==> src/rtl/dcm_seq_pkg.sv <==
// -----------------------------------------------------------------------------
// dcm_seq_pkg
// Shared definitions for the DCM lock sequencer:
//   - state_t     : FSM state encoding (also driven out on STATE for debug)
//   - STAT_*      : bit indices inside the DCM STATUS buses
//   - max2        : helper used to size the shared cycle counter
// -----------------------------------------------------------------------------
package dcm_seq_pkg;

  typedef enum logic [2:0] {
    S_RST1   = 3'd0,
    S_WAIT1  = 3'd1,
    S_RST2   = 3'd2,
    S_WAIT2  = 3'd3,
    S_RUN    = 3'd4,
    S_FAILED = 3'd5
  } state_t;

  localparam int STAT_CLKIN_STOP = 1;  // DCM1 STATUS: CLKIN stopped
  localparam int STAT_CLKFX_STOP = 2;  // DCM2 STATUS: CLKFX stopped

  function automatic int max2(input int a, input int b);
    return (a > b) ? a : b;
  endfunction

endpackage

==> src/rtl/sync_2ff.sv <==
// -----------------------------------------------------------------------------
// sync_2ff
// Parameterised-width two-flop synchronizer. Each bit is synchronized
// independently; no multi-bit coherency is implied.
// Ports:
//   clk : destination clock
//   d   : asynchronous inputs [W-1:0]
//   q   : synchronized outputs [W-1:0], two clk edges behind d
// -----------------------------------------------------------------------------
module sync_2ff #(
  parameter int W = 1
) (
  input  logic         clk,
  input  logic [W-1:0] d,
  output logic [W-1:0] q
);

  logic [W-1:0] meta;

  always_ff @(posedge clk) begin
    meta <= d;
    q    <= meta;
  end

endmodule

==> src/rtl/dcm_lock_sequencer.sv <==
// -----------------------------------------------------------------------------
// dcm_lock_sequencer
// Brings up the cascaded DCM pair of the MIO clock generator (DCM1 then DCM2),
// monitors lock / clock-stopped status, restarts the affected stage on loss
// and flags permanent failure once the retry budget is exhausted.
// Ports (all on BUS_CLK rising edge):
//   BUS_CLK, BUS_RST    : clock, synchronous active-high reset
//   USER_RST            : 1-cycle pulse, full restart from DCM1, clears FAIL/RETRY_CNT
//   DCM1_LOCKED/STATUS  : DCM1 status (async), STATUS bit1 = CLKIN stopped
//   DCM2_LOCKED/STATUS  : DCM2 status (async), STATUS bit2 = CLKFX stopped
//   DCM1_RST, DCM2_RST  : DCM reset drives
//   CLK_READY           : both stages locked and stable
//   FAIL                : sticky, retries exhausted
//   STATE               : current state encoding (debug)
//   RETRY_CNT           : failed attempts since last RUN entry
//   LOSS_CNT            : lock losses seen in RUN, saturating, cleared by BUS_RST only
// -----------------------------------------------------------------------------
module dcm_lock_sequencer
  import dcm_seq_pkg::*;
#(
  parameter int RST_CYCLES    = 8,
  parameter int STABLE_CYCLES = 16,
  parameter int LOCK_TIMEOUT  = 65535,
  parameter int MAX_RETRY     = 3
) (
  input  logic                             BUS_CLK,
  input  logic                             BUS_RST,
  input  logic                             USER_RST,
  input  logic                             DCM1_LOCKED,
  input  logic [7:0]                       DCM1_STATUS,
  input  logic                             DCM2_LOCKED,
  input  logic [7:0]                       DCM2_STATUS,
  output logic                             DCM1_RST,
  output logic                             DCM2_RST,
  output logic                             CLK_READY,
  output logic                             FAIL,
  output logic [2:0]                       STATE,
  output logic [$clog2(MAX_RETRY+1)-1:0]   RETRY_CNT,
  output logic [7:0]                       LOSS_CNT
);

  localparam int RW = $clog2(MAX_RETRY + 1);
  localparam int CW = $clog2(max2(RST_CYCLES, STABLE_CYCLES) + 1);
  localparam int TW = $clog2(LOCK_TIMEOUT + 1);

  localparam logic [CW-1:0] RST_LAST  = CW'(RST_CYCLES - 1);
  localparam logic [CW-1:0] STB_LAST  = CW'(STABLE_CYCLES - 1);
  localparam logic [TW-1:0] TMO_LAST  = TW'(LOCK_TIMEOUT - 1);
  localparam logic [RW:0]   RETRY_LIM = (RW+1)'(MAX_RETRY);

  // Status bits other than the two stop flags are intentionally ignored.
  logic unused_status;
  assign unused_status = ^{DCM1_STATUS, DCM2_STATUS};

  // Synchronizer stage: {stop2, lock2, stop1, lock1}
  logic [3:0] async_in;
  logic [3:0] synced;

  assign async_in = {DCM2_STATUS[STAT_CLKFX_STOP], DCM2_LOCKED,
                     DCM1_STATUS[STAT_CLKIN_STOP], DCM1_LOCKED};

  sync_2ff #(.W(4)) u_sync (
    .clk (BUS_CLK),
    .d   (async_in),
    .q   (synced)
  );

  logic lock1, stop1, lock2, stop2;
  logic fault1, fault2;

  assign lock1  = synced[0];
  assign stop1  = synced[1];
  assign lock2  = synced[2];
  assign stop2  = synced[3];
  assign fault1 = ~lock1 | stop1;
  assign fault2 = ~lock2 | stop2;

  // FSM state and shared counters
  state_t        state, nxt;
  logic [CW-1:0] cnt;        // reset length in RSTx, stability run in WAITx
  logic [TW-1:0] tmo;        // cycles spent in the current WAITx
  logic          retry_ev;
  logic          loss_ev;
  logic [RW:0]   retry_sum;  // one bit wider so MAX_RETRY+1 is representable

  assign STATE = state;

  always_comb begin
    nxt       = state;
    retry_ev  = 1'b0;
    loss_ev   = 1'b0;
    retry_sum = {1'b0, RETRY_CNT} + (RW+1)'(1);

    unique case (state)
      S_RST1: begin
        if (cnt == RST_LAST) nxt = S_WAIT1;
      end
      S_WAIT1: begin
        if (tmo == TMO_LAST)               retry_ev = 1'b1;
        else if (lock1 && cnt == STB_LAST) nxt = S_RST2;
      end
      S_RST2: begin
        if (cnt == RST_LAST) nxt = S_WAIT2;
      end
      S_WAIT2: begin
        // Losing DCM1 while waiting on DCM2 restarts the chain without
        // charging a retry.
        if (fault1)                        nxt = S_RST1;
        else if (tmo == TMO_LAST)          retry_ev = 1'b1;
        else if (lock2 && cnt == STB_LAST) nxt = S_RUN;
      end
      S_RUN: begin
        if (fault1) begin
          nxt     = S_RST1;
          loss_ev = 1'b1;
        end else if (fault2) begin
          nxt     = S_RST2;
          loss_ev = 1'b1;
        end
      end
      S_FAILED: nxt = S_FAILED;
      default:  nxt = S_RST1;
    endcase

    if (retry_ev)
      nxt = (retry_sum > RETRY_LIM) ? S_FAILED
          : ((state == S_WAIT1) ? S_RST1 : S_RST2);

    if (USER_RST) nxt = S_RST1;
  end

  // Registered outputs are decoded from the next state so they change on
  // the same edge as the state register; CLK_READY cannot lag a RUN exit.
  always_ff @(posedge BUS_CLK) begin
    if (BUS_RST) begin
      state     <= S_RST1;
      cnt       <= '0;
      tmo       <= '0;
      RETRY_CNT <= '0;
      LOSS_CNT  <= '0;
      DCM1_RST  <= 1'b1;
      DCM2_RST  <= 1'b1;
      CLK_READY <= 1'b0;
      FAIL      <= 1'b0;
    end else begin
      state     <= nxt;
      DCM1_RST  <= (nxt == S_RST1) || (nxt == S_FAILED);
      DCM2_RST  <= (nxt != S_WAIT2) && (nxt != S_RUN);
      CLK_READY <= (nxt == S_RUN);
      FAIL      <= (nxt == S_FAILED);

      if (USER_RST || nxt != state) begin
        cnt <= '0;
        tmo <= '0;
      end else begin
        unique case (state)
          S_RST1, S_RST2: cnt <= cnt + CW'(1);
          S_WAIT1:        cnt <= lock1 ? cnt + CW'(1) : '0;
          S_WAIT2:        cnt <= lock2 ? cnt + CW'(1) : '0;
          default:        cnt <= cnt;
        endcase
        if ((state == S_WAIT1 || state == S_WAIT2) && tmo != '1)
          tmo <= tmo + TW'(1);
      end

      // The attempt that exhausts the budget leaves RETRY_CNT at MAX_RETRY;
      // FAIL carries the information from then on.
      if (USER_RST)
        RETRY_CNT <= '0;
      else if (nxt == S_RUN && state != S_RUN)
        RETRY_CNT <= '0;
      else if (retry_ev && retry_sum <= RETRY_LIM)
        RETRY_CNT <= retry_sum[RW-1:0];

      if (loss_ev && !USER_RST && LOSS_CNT != 8'hFF)
        LOSS_CNT <= LOSS_CNT + 8'd1;
    end
  end

endmodule

==> config.mk <==
export PLATFORM = sky130hd
export DESIGN_NAME = dcm_lock_sequencer
export DESIGN_NICKNAME = d
export VERILOG_FILES = /design/src/rtl/dcm_seq_pkg.sv /design/src/rtl/sync_2ff.sv /design/src/rtl/dcm_lock_sequencer.sv
export SDC_FILE = /design/constraint.sdc
export NUM_CORES = 1
export LEC_CHECK = 0
export ABC_CLOCK_PERIOD_IN_PS = 6180
export CORE_UTILIZATION = 37
export CTS_CLUSTER_DIAMETER = 80
export CTS_CLUSTER_SIZE = 40
export DETAILED_ROUTE_END_ITERATION = 16
export MAX_ROUTING_LAYER = met4
export SLEW_MARGIN = 5
export SYNTH_ARGS = -nofsm -noshare
export SYNTH_HDL_FRONTEND = slang
export SYNTH_SLANG_ARGS = --single-unit
==> constraint.sdc <==
create_clock -name BUS_CLK -period 6.18 [get_ports BUS_CLK]
set_clock_uncertainty 0.05 [all_clocks]
set_input_delay 1.236 -clock BUS_CLK [delete_from_list [all_inputs] [get_ports BUS_CLK]]
set_output_delay 1.236 -clock BUS_CLK [all_outputs]
set_load 0.05 [all_outputs]
==> results of run 1 <==
==> layout by cell type (no fill, tap or decap), types with 2 or more instances in the layout <==
master	instances
dfxtp_1	46
clkdlybuf4s50_1	23
nor2_1	22
a21oi_1	17
xnor2_1	17
nand2_1	16
nor3_1	10
a21oi_2	10
inv_1	8
nand3_1	8
xor2_1	8
nand4_1	7
o21ai_0	6
ha_1	6
clkbuf_8	6
and2_1	4
nor2b_1	3
and4_1	3
mux2i_1	3
a22oi_1	3
and3_1	2
a31oi_1	2
or2b_2	2
and4_2	2
nand2b_1	2
a2111oi_0	2
nand4_2	2
o211ai_1	2
a311oi_1	2
==> routing by layer <==
metal	wire [um]	vias up
li1	-	936
met1	2320	815
met2	1950	26
met3	157	5
met4	58	0
met5	0	-
==> stage by stage <==
| stage | utilization [%] | instances | power (mW) | hold WS [ps] | setup WS, ps |
|---|---|---|---|---|---|
| 2_1_floorplan | - | 245 | 0.318 | 260 | 3370 |
| 3_3_place_gp | 43.2 | 337 | 0.324 | 261 | 2950 |
| 3_5_place_dp | 43.2 | 337 | 0.324 | 263 | 2940 |
| 4_1_cts | 45.1 | 344 | 0.550 | 283 | 3020 |
| 5_1_grt | 45.1 | 344 | 0.568 | 294 | 2930 |
| 6_report | 45.1 | 344 | 0.542 | 281 | 3060 |
==> power groups by stage <==
stage,combinational [mW],sequential (mW),clock [mW]
after floorplan,0.0106,0.308,0
after CTS,0.0161,0.301,0.232
after global routing,0.0178,0.302,0.248
final,0.0161,0.301,0.225
after global placement,0.0160,0.308,0
after detailed placement,0.0161,0.308,0
==> cells in the mapped netlist, types with 4 or more instances <==
cell / number / share of area, %
buf_6: 4 / 2.0
xor2_1: 8 / 3.0
nand3_1: 8 / 1.7
a21oi_2: 10 / 3.8
nor2_1: 22 / 3.6
nand4_1: 7 / 1.9
and2_1: 4 / 1.1
xnor2_1: 17 / 6.4
ha_1: 6 / 3.3
dfxtp_1: 46 / 40
inv_1: 8 / 1.3
nand2_1: 16 / 2.6
nor3_1: 10 / 2.2
a21oi_1: 17 / 3.7
o21ai_0: 6 / 1.3
==> final cells by class <==
cell class | count | area (sq um)
clock inverter | 1 | 30.0
inverter | 8 | 30.0
timing repair buffer | 23 | 230
multi-input combinational | 185 | 1300
sequential | 46 | 921
tap | 75 | 93.8
fill | 602 | 3270
clock buffer | 6 | 82.6
==> registers in the layout, summed over array words and instances (netlist names) <==
register,flops
tmo,16
DCM1_RST,1
DCM2_RST,1
STATE,3
LOSS_CNT,8
cnt,5
RETRY_CNT,2
FAIL,1
u_sync.meta,4
u_sync.q,4
CLK_READY,1
==> final timing paths <==
path	from	end	slack (ps)	cells past startpoint
max	STATE[2]	STATE[2]	3060	1
min	u_sync.meta[0]	u_sync.q[0]	280	0
max reg2reg	tmo[0]	tmo[9]	3630	8
min reg2reg	u_sync.meta[0]	u_sync.q[0]	280	0
==> kinds of logic (layout without fill, tap and decap cells) <==
group / Yosys count / count (layout) / share of synthesized area, %
adder cells (fa/ha/maj): 6 / 6 / 3.25
multiplexers: 3 / 3 / 1.30
buffers and inverters: 14 / 38 / 3.90
XOR/XNOR: 25 / 25 / 9.48
AND/OR/NAND/NOR: 96 / 96 / 23.9
AO/OA/AOI/OAI: 55 / 55 / 18.3
flip-flops: 46 / 46 / 39.9
==> metrics.md, run 1 <==
| Metric | Value |
|---|---|
| H-tree depth | `2` |
| Fin. max-slew vios | `0` |
| Period Utilization, post-route | `roughly half` |
| M2 GR Usage | `24.0%` |
| Antenna violations before repair | `0` |
| Worst-path clk slew | `approximately 80 ps` |
| Post-Route WL | `roughly 4500 um` |
| Number of synthesized flops with an enable pin | `0` |
| Fin area | `about 2700 sq um` |
| Required @ worst endpoint | `~5000 ps` |
| Measured slew at the worst slew-check pin | `960 ps` |
| Hold crit path type | `flop to flop` |
| DIE AREA | `roughly 6600 sq um` |
| Dpl cell area | `about 2600 sq um` |
| Initial Utilization | `between 30% and 40%` |
| Net count of the finished layout | `between 200 and 300` |
| Sequential fraction of design power | `a little under three fifths` |
| Cell chain of the critical path | `clkdlybuf4s50_1` |
| Total number of vias | `about 1,800` |
| Critical path's top delay family | `buffers and inverters` |
| CTS buffer count | `5` |
| Final ANT Viol Nets | `0` |
| Ys async rst share | `0%` |
| P_int | `approximately 0.44 mW` |
| IO buf count | `23` |
| I/O pins | `38` |
| Vias per inst | `between 5 and 6` |
| Wire per inst | `13.1 um` |
| First-pass GRT wire length | `roughly 7700 um` |
| RSZ-0062 raised after global routing | `no` |
| CTS root buf | `clkbuf_8` |
| Fmax | `320 MHz` |
| Final Hold Fails | `0` |
| Syn Inst Count | `~250` |
| Static Leakage | `between 0.8 and 0.9 nW` |
| Core Box Area | `5960 sq um` |
| Most used flip-flop cell after synthesis | `dfxtp_1` |
| Total GRT Usage | `around 16%` |
| Longest Clk Path Bufs | `2` |
| Setup TNS | `0 ps` |
| Slowest CP cell | `clkdlybuf4s50_1` |
| Final min period | `about 3100 ps` |
| GRT Residual Overflow | `0` |
| Met3 usage | `a little over 4%` |
| Reported net switching power | `about 0.11 mW` |
| Syn_nets | `272` |
| Final HPWL DP | `between 3000 and 4000 um` |
| Clock Sinks | `46` |
| Register area share after synthesis | `39.9%` |
| Worst path max stage delay | `approximately 900 ps` |
| Avg Cell Area, Syn | `roughly 9.4 sq um` |
| Largest net degree at the start of global routing | `20` |
| Startpoint class of the critical path | `flop` |
| Top Usage Layer GRT | `met2` |
| Initial DRC count | `74` |
| Die Span Y | `about 81 um` |
| Synth Cell Area | `between 2000 and 2500 sq um` |
| Comb power frac | `about 3%` |
| Power Dens Cells | `~200 nW/um^2` |
| VDD IR max | `between 100 and 150 uV` |
| Number of max-cap violations | `0` |
| Vias in the first global route | `around 1,700` |
| Final setup fails | `0` |
| Clk_lat worst skew | `~290 ps` |
| Setup Fix Bufs, Post-CTS | `0` |
| CP Capture Type | `primary output` |
| Crit Path Category | `flop to primary output` |
| Worst path bufs/invs | `1` |
| Layout cells sized above 1 | `~13%` |
| Placer Congestion | `0.789` |
| Cts hold-fix bufs | `0` |
| Clk pwr share | `approximately two fifths` |
| Status | `complete, no violations` |
| TritonCTS clock tree | `done` |
| Die X | `81.0 um` |
| Drc violations | `0` |
| Critical Path AT | `1840 ps` |
| Antenna diode count | `0` |
| Worst Path Max Fanout | `15` |
| # rows | `28` |
| Grt met1 use | `approximately a fifth` |
| Netlist cell types | `54` |
| Synth warn | `0` |
| Sw frac | `19.6%` |
| Yosys reg bits | `46` |
| Normalized max-slew margin | `about 34%` |
| PostCTS Resize Cnt | `0` |
| Number of detailed-route iterations in the first pass | `4` |
| Area growth syn-to-layout | `16.3%` |
(Power assumes the default switching activity.)
==> inputs of run 2 (changes only) <==
--- a/config.mk
+++ b/config.mk
@@ -5,7 +5,7 @@
 export SDC_FILE = /design/constraint.sdc
 export NUM_CORES = 1
 export LEC_CHECK = 0
-export ABC_CLOCK_PERIOD_IN_PS = 6180
+export ABC_CLOCK_PERIOD_IN_PS = 3100
 export CORE_UTILIZATION = 37
 export CTS_CLUSTER_DIAMETER = 80
 export CTS_CLUSTER_SIZE = 40
==> constraint.sdc (replaced) <==
create_clock -name BUS_CLK -period 3.1 [get_ports BUS_CLK]
set_clock_uncertainty 0.05 [all_clocks]
set_input_delay 0.62 -clock BUS_CLK [delete_from_list [all_inputs] [get_ports BUS_CLK]]
set_output_delay 0.62 -clock BUS_CLK [all_outputs]
set_load 0.05 [all_outputs]
==> run 2 against run 1 <==
Net effect:
- largest cell class unchanged
- first-iteration DRC count grew 39%
- critical endpoint unchanged
- critical path depth unchanged
- power up 82%
==> metrics.md, run 2 (same netlist as run 1, synthesis figures left out) <==
| Metric | Value |
|---|---|
| Regs by FF count | `tmo x16, LOSS_CNT x8, cnt x5 (unchanged)` |
| Wire per inst | `13.6 um (was 13.1 um)` |
| Status | `complete, no violations (unchanged)` |
| Total GRT Usage | `16.3% (was 15.8%)` |
| Fin. max-slew vios | `0 (unchanged)` |
| R2R depth | `7 (was 8)` |
| Die X | `81.0 um (unchanged)` |
| Biggest register | `tmo (unchanged)` |
| Final HPWL DP | `3370 um (was 3290 um)` |
| Power Dens Cells | `367 nW/um^2 (was 202 nW/um^2)` |
| H-tree depth | `2 (unchanged)` |
| DIE AREA | `6560 sq um (unchanged)` |
| Antenna violations before repair | `0 (unchanged)` |
| Antenna diode count | `0 (unchanged)` |
| Cts hold-fix bufs | `0 (unchanged)` |
| RSZ-0062 raised after global routing | `no (unchanged)` |
| Number of max-cap violations | `0 (unchanged)` |
| Setup Fix Bufs, Post-CTS | `0 (unchanged)` |
| Fin area | `2680 sq um (was 2690 sq um)` |
| Core Box Area | `5960 sq um (unchanged)` |
| TritonCTS clock tree | `done (unchanged)` |
| Vias in the first global route | `1,646 (was 1,650)` |
| Drc violations | `0 (unchanged)` |
| Final Hold Fails | `0 (unchanged)` |
| Critical Path AT | `1860 ps (was 1840 ps)` |
| CP Capture Type | `primary output (unchanged)` |
| Commonest non-fill, non-tap cell in the layout | `dfxtp_1 (unchanged)` |
| Dpl cell area | `2600 sq um (was 2570 sq um)` |
| Worst-path clk slew | `90 ps (was 80 ps)` |
| Worst path bufs/invs | `1 (unchanged)` |
| Net count of the finished layout | `300 (was 296)` |
| I/O pins | `38 (unchanged)` |
| Hold crit path type | `flop to flop (unchanged)` |
| Fin cells | `348 (was 344)` |
| First-pass GRT wire length | `7880 um (was 7720 um)` |
| Placer Congestion | `0.781 (was 0.789)` |
| Hold Path Depth | `0 (unchanged)` |
| VDD IR max | `162 uV (was 121 uV)` |
| GRT Residual Overflow | `0 (unchanged)` |
| Commonest cells after routing, fill and taps aside | `dfxtp_1, clkdlybuf4s50_1, nor2_1 (unchanged)` |
| Measured slew at the worst slew-check pin | `720 ps (was 960 ps)` |
| Die Span Y | `81.0 um (unchanged)` |
| Final ANT Viol Nets | `0 (unchanged)` |
| Cell chain of the critical path | `clkdlybuf4s50_1 (unchanged)` |
| PostCTS Resize Cnt | `0 (unchanged)` |
| CTS root buf | `clkbuf_8 (unchanged)` |
| Largest net degree at the start of global routing | `20 (unchanged)` |
| Total number of vias | `1,871 (was 1,782)` |
| Worst Path Max Fanout | `15 (unchanged)` |
| Area occupied by multi-input gates | `1300 sq um (unchanged)` |
| Startpoint class of the critical path | `flop (unchanged)` |
| # rows | `28 (unchanged)` |
| Reg2Reg Setup Slack | `640 ps (was 3630 ps)` |
| Clk_lat worst skew | `300 ps (was 290 ps)` |
| Largest register FFs | `16 (unchanged)` |
| CTS buffer count | `5 (unchanged)` |
| Fill cell count | `601 (was 602)` |
| Crit path depth | `1 (unchanged)` |
| Initial DRC count | `103 (was 74)` |
| Static Leakage | `0.861 nW (was 0.862 nW)` |
| Setup TNS | `0 ps (unchanged)` |
| Longest Clk Path Bufs | `2 (unchanged)` |
| Slowest CP cell | `clkdlybuf4s50_1 (unchanged)` |
| Worst path max stage delay | `900 ps (about the same)` |
| Initial Utilization | `38.8% (unchanged)` |
| Vias per inst | `5.38 (was 5.18)` |
| Number of detailed-route iterations in the first pass | `5 (was 4)` |
| Final setup fails | `0 (unchanged)` |
| Area growth syn-to-layout | `16.2% (was 16.3%)` |
| Post-Route WL | `4720 um (was 4490 um)` |
| Critical path's top delay family | `buffers and inverters (unchanged)` |
| IO buf count | `23 (unchanged)` |
| Layout cells sized above 1 | `14.3% (was 13.4%)` |
| Required @ worst endpoint | `2430 ps (was 4890 ps)` |
| Normalized max-slew margin | `51.6% (was 34.3%)` |
| Clock Sinks | `46 (unchanged)` |
| Fmax | `between 300 and 400 MHz` |
| Period Utilization, post-route | `around four fifths` |
| Final min period | `2530 ps` |
| Sequential cell area | `921 sq um (unchanged)` |
| Placed insts | `341 (was 337)` |
| Crit Path Category | `flop to primary output (unchanged)` |
==> run 2: worst paths after layout <==
kind	to	startpoint
hold reg to reg	u_sync.q[2]	u_sync.meta[2]
hold / removal	u_sync.q[2]	u_sync.meta[2]
setup / recovery	STATE[2]	STATE[2]
setup reg to reg	tmo[9]	tmo[0]
==> run 2: report_power, final <==
| group | switching, mW | internal (mW) |
|---|---|---|
| Clock | 0.194 | 0.155 |
| Combinational | 0.0193 | 0.0160 |
| Sequential | 0.00368 | 0.597 |
==> run 2: cell type report <==
cell class,instances,share of cell area (%)
tap,75,3.50
multi-input combinational,185,48.4
sequential,46,34.3
clock buffer,6,2.70
timing repair buffer,27,9.70
inverter,8,1.12
clock inverter,1,0.280
==> run 2: metal layers <==
| metal | track usage [%] | share of wire [%] |
|---|---|---|
| met5 | - | 0 |
| met4 | 5.89 | 1.4 |
| met3 | 4.04 | 5.3 |
| met2 | 22.9 | 43 |
| met1 | 22.5 | 50 |
==> run 2: metrics by stage <==
step                      hold slack, ps  total power, mW  util (%)  setup WS (ps)
after floorplan                      260            0.635         -            783
after global placement               261            0.649      43.7            710
after detailed placement             262            0.650      43.7            659
after CTS                            282             1.00      45.1            532
after global routing                 294             1.03      45.1            438
final                                281            0.985      45.1            567
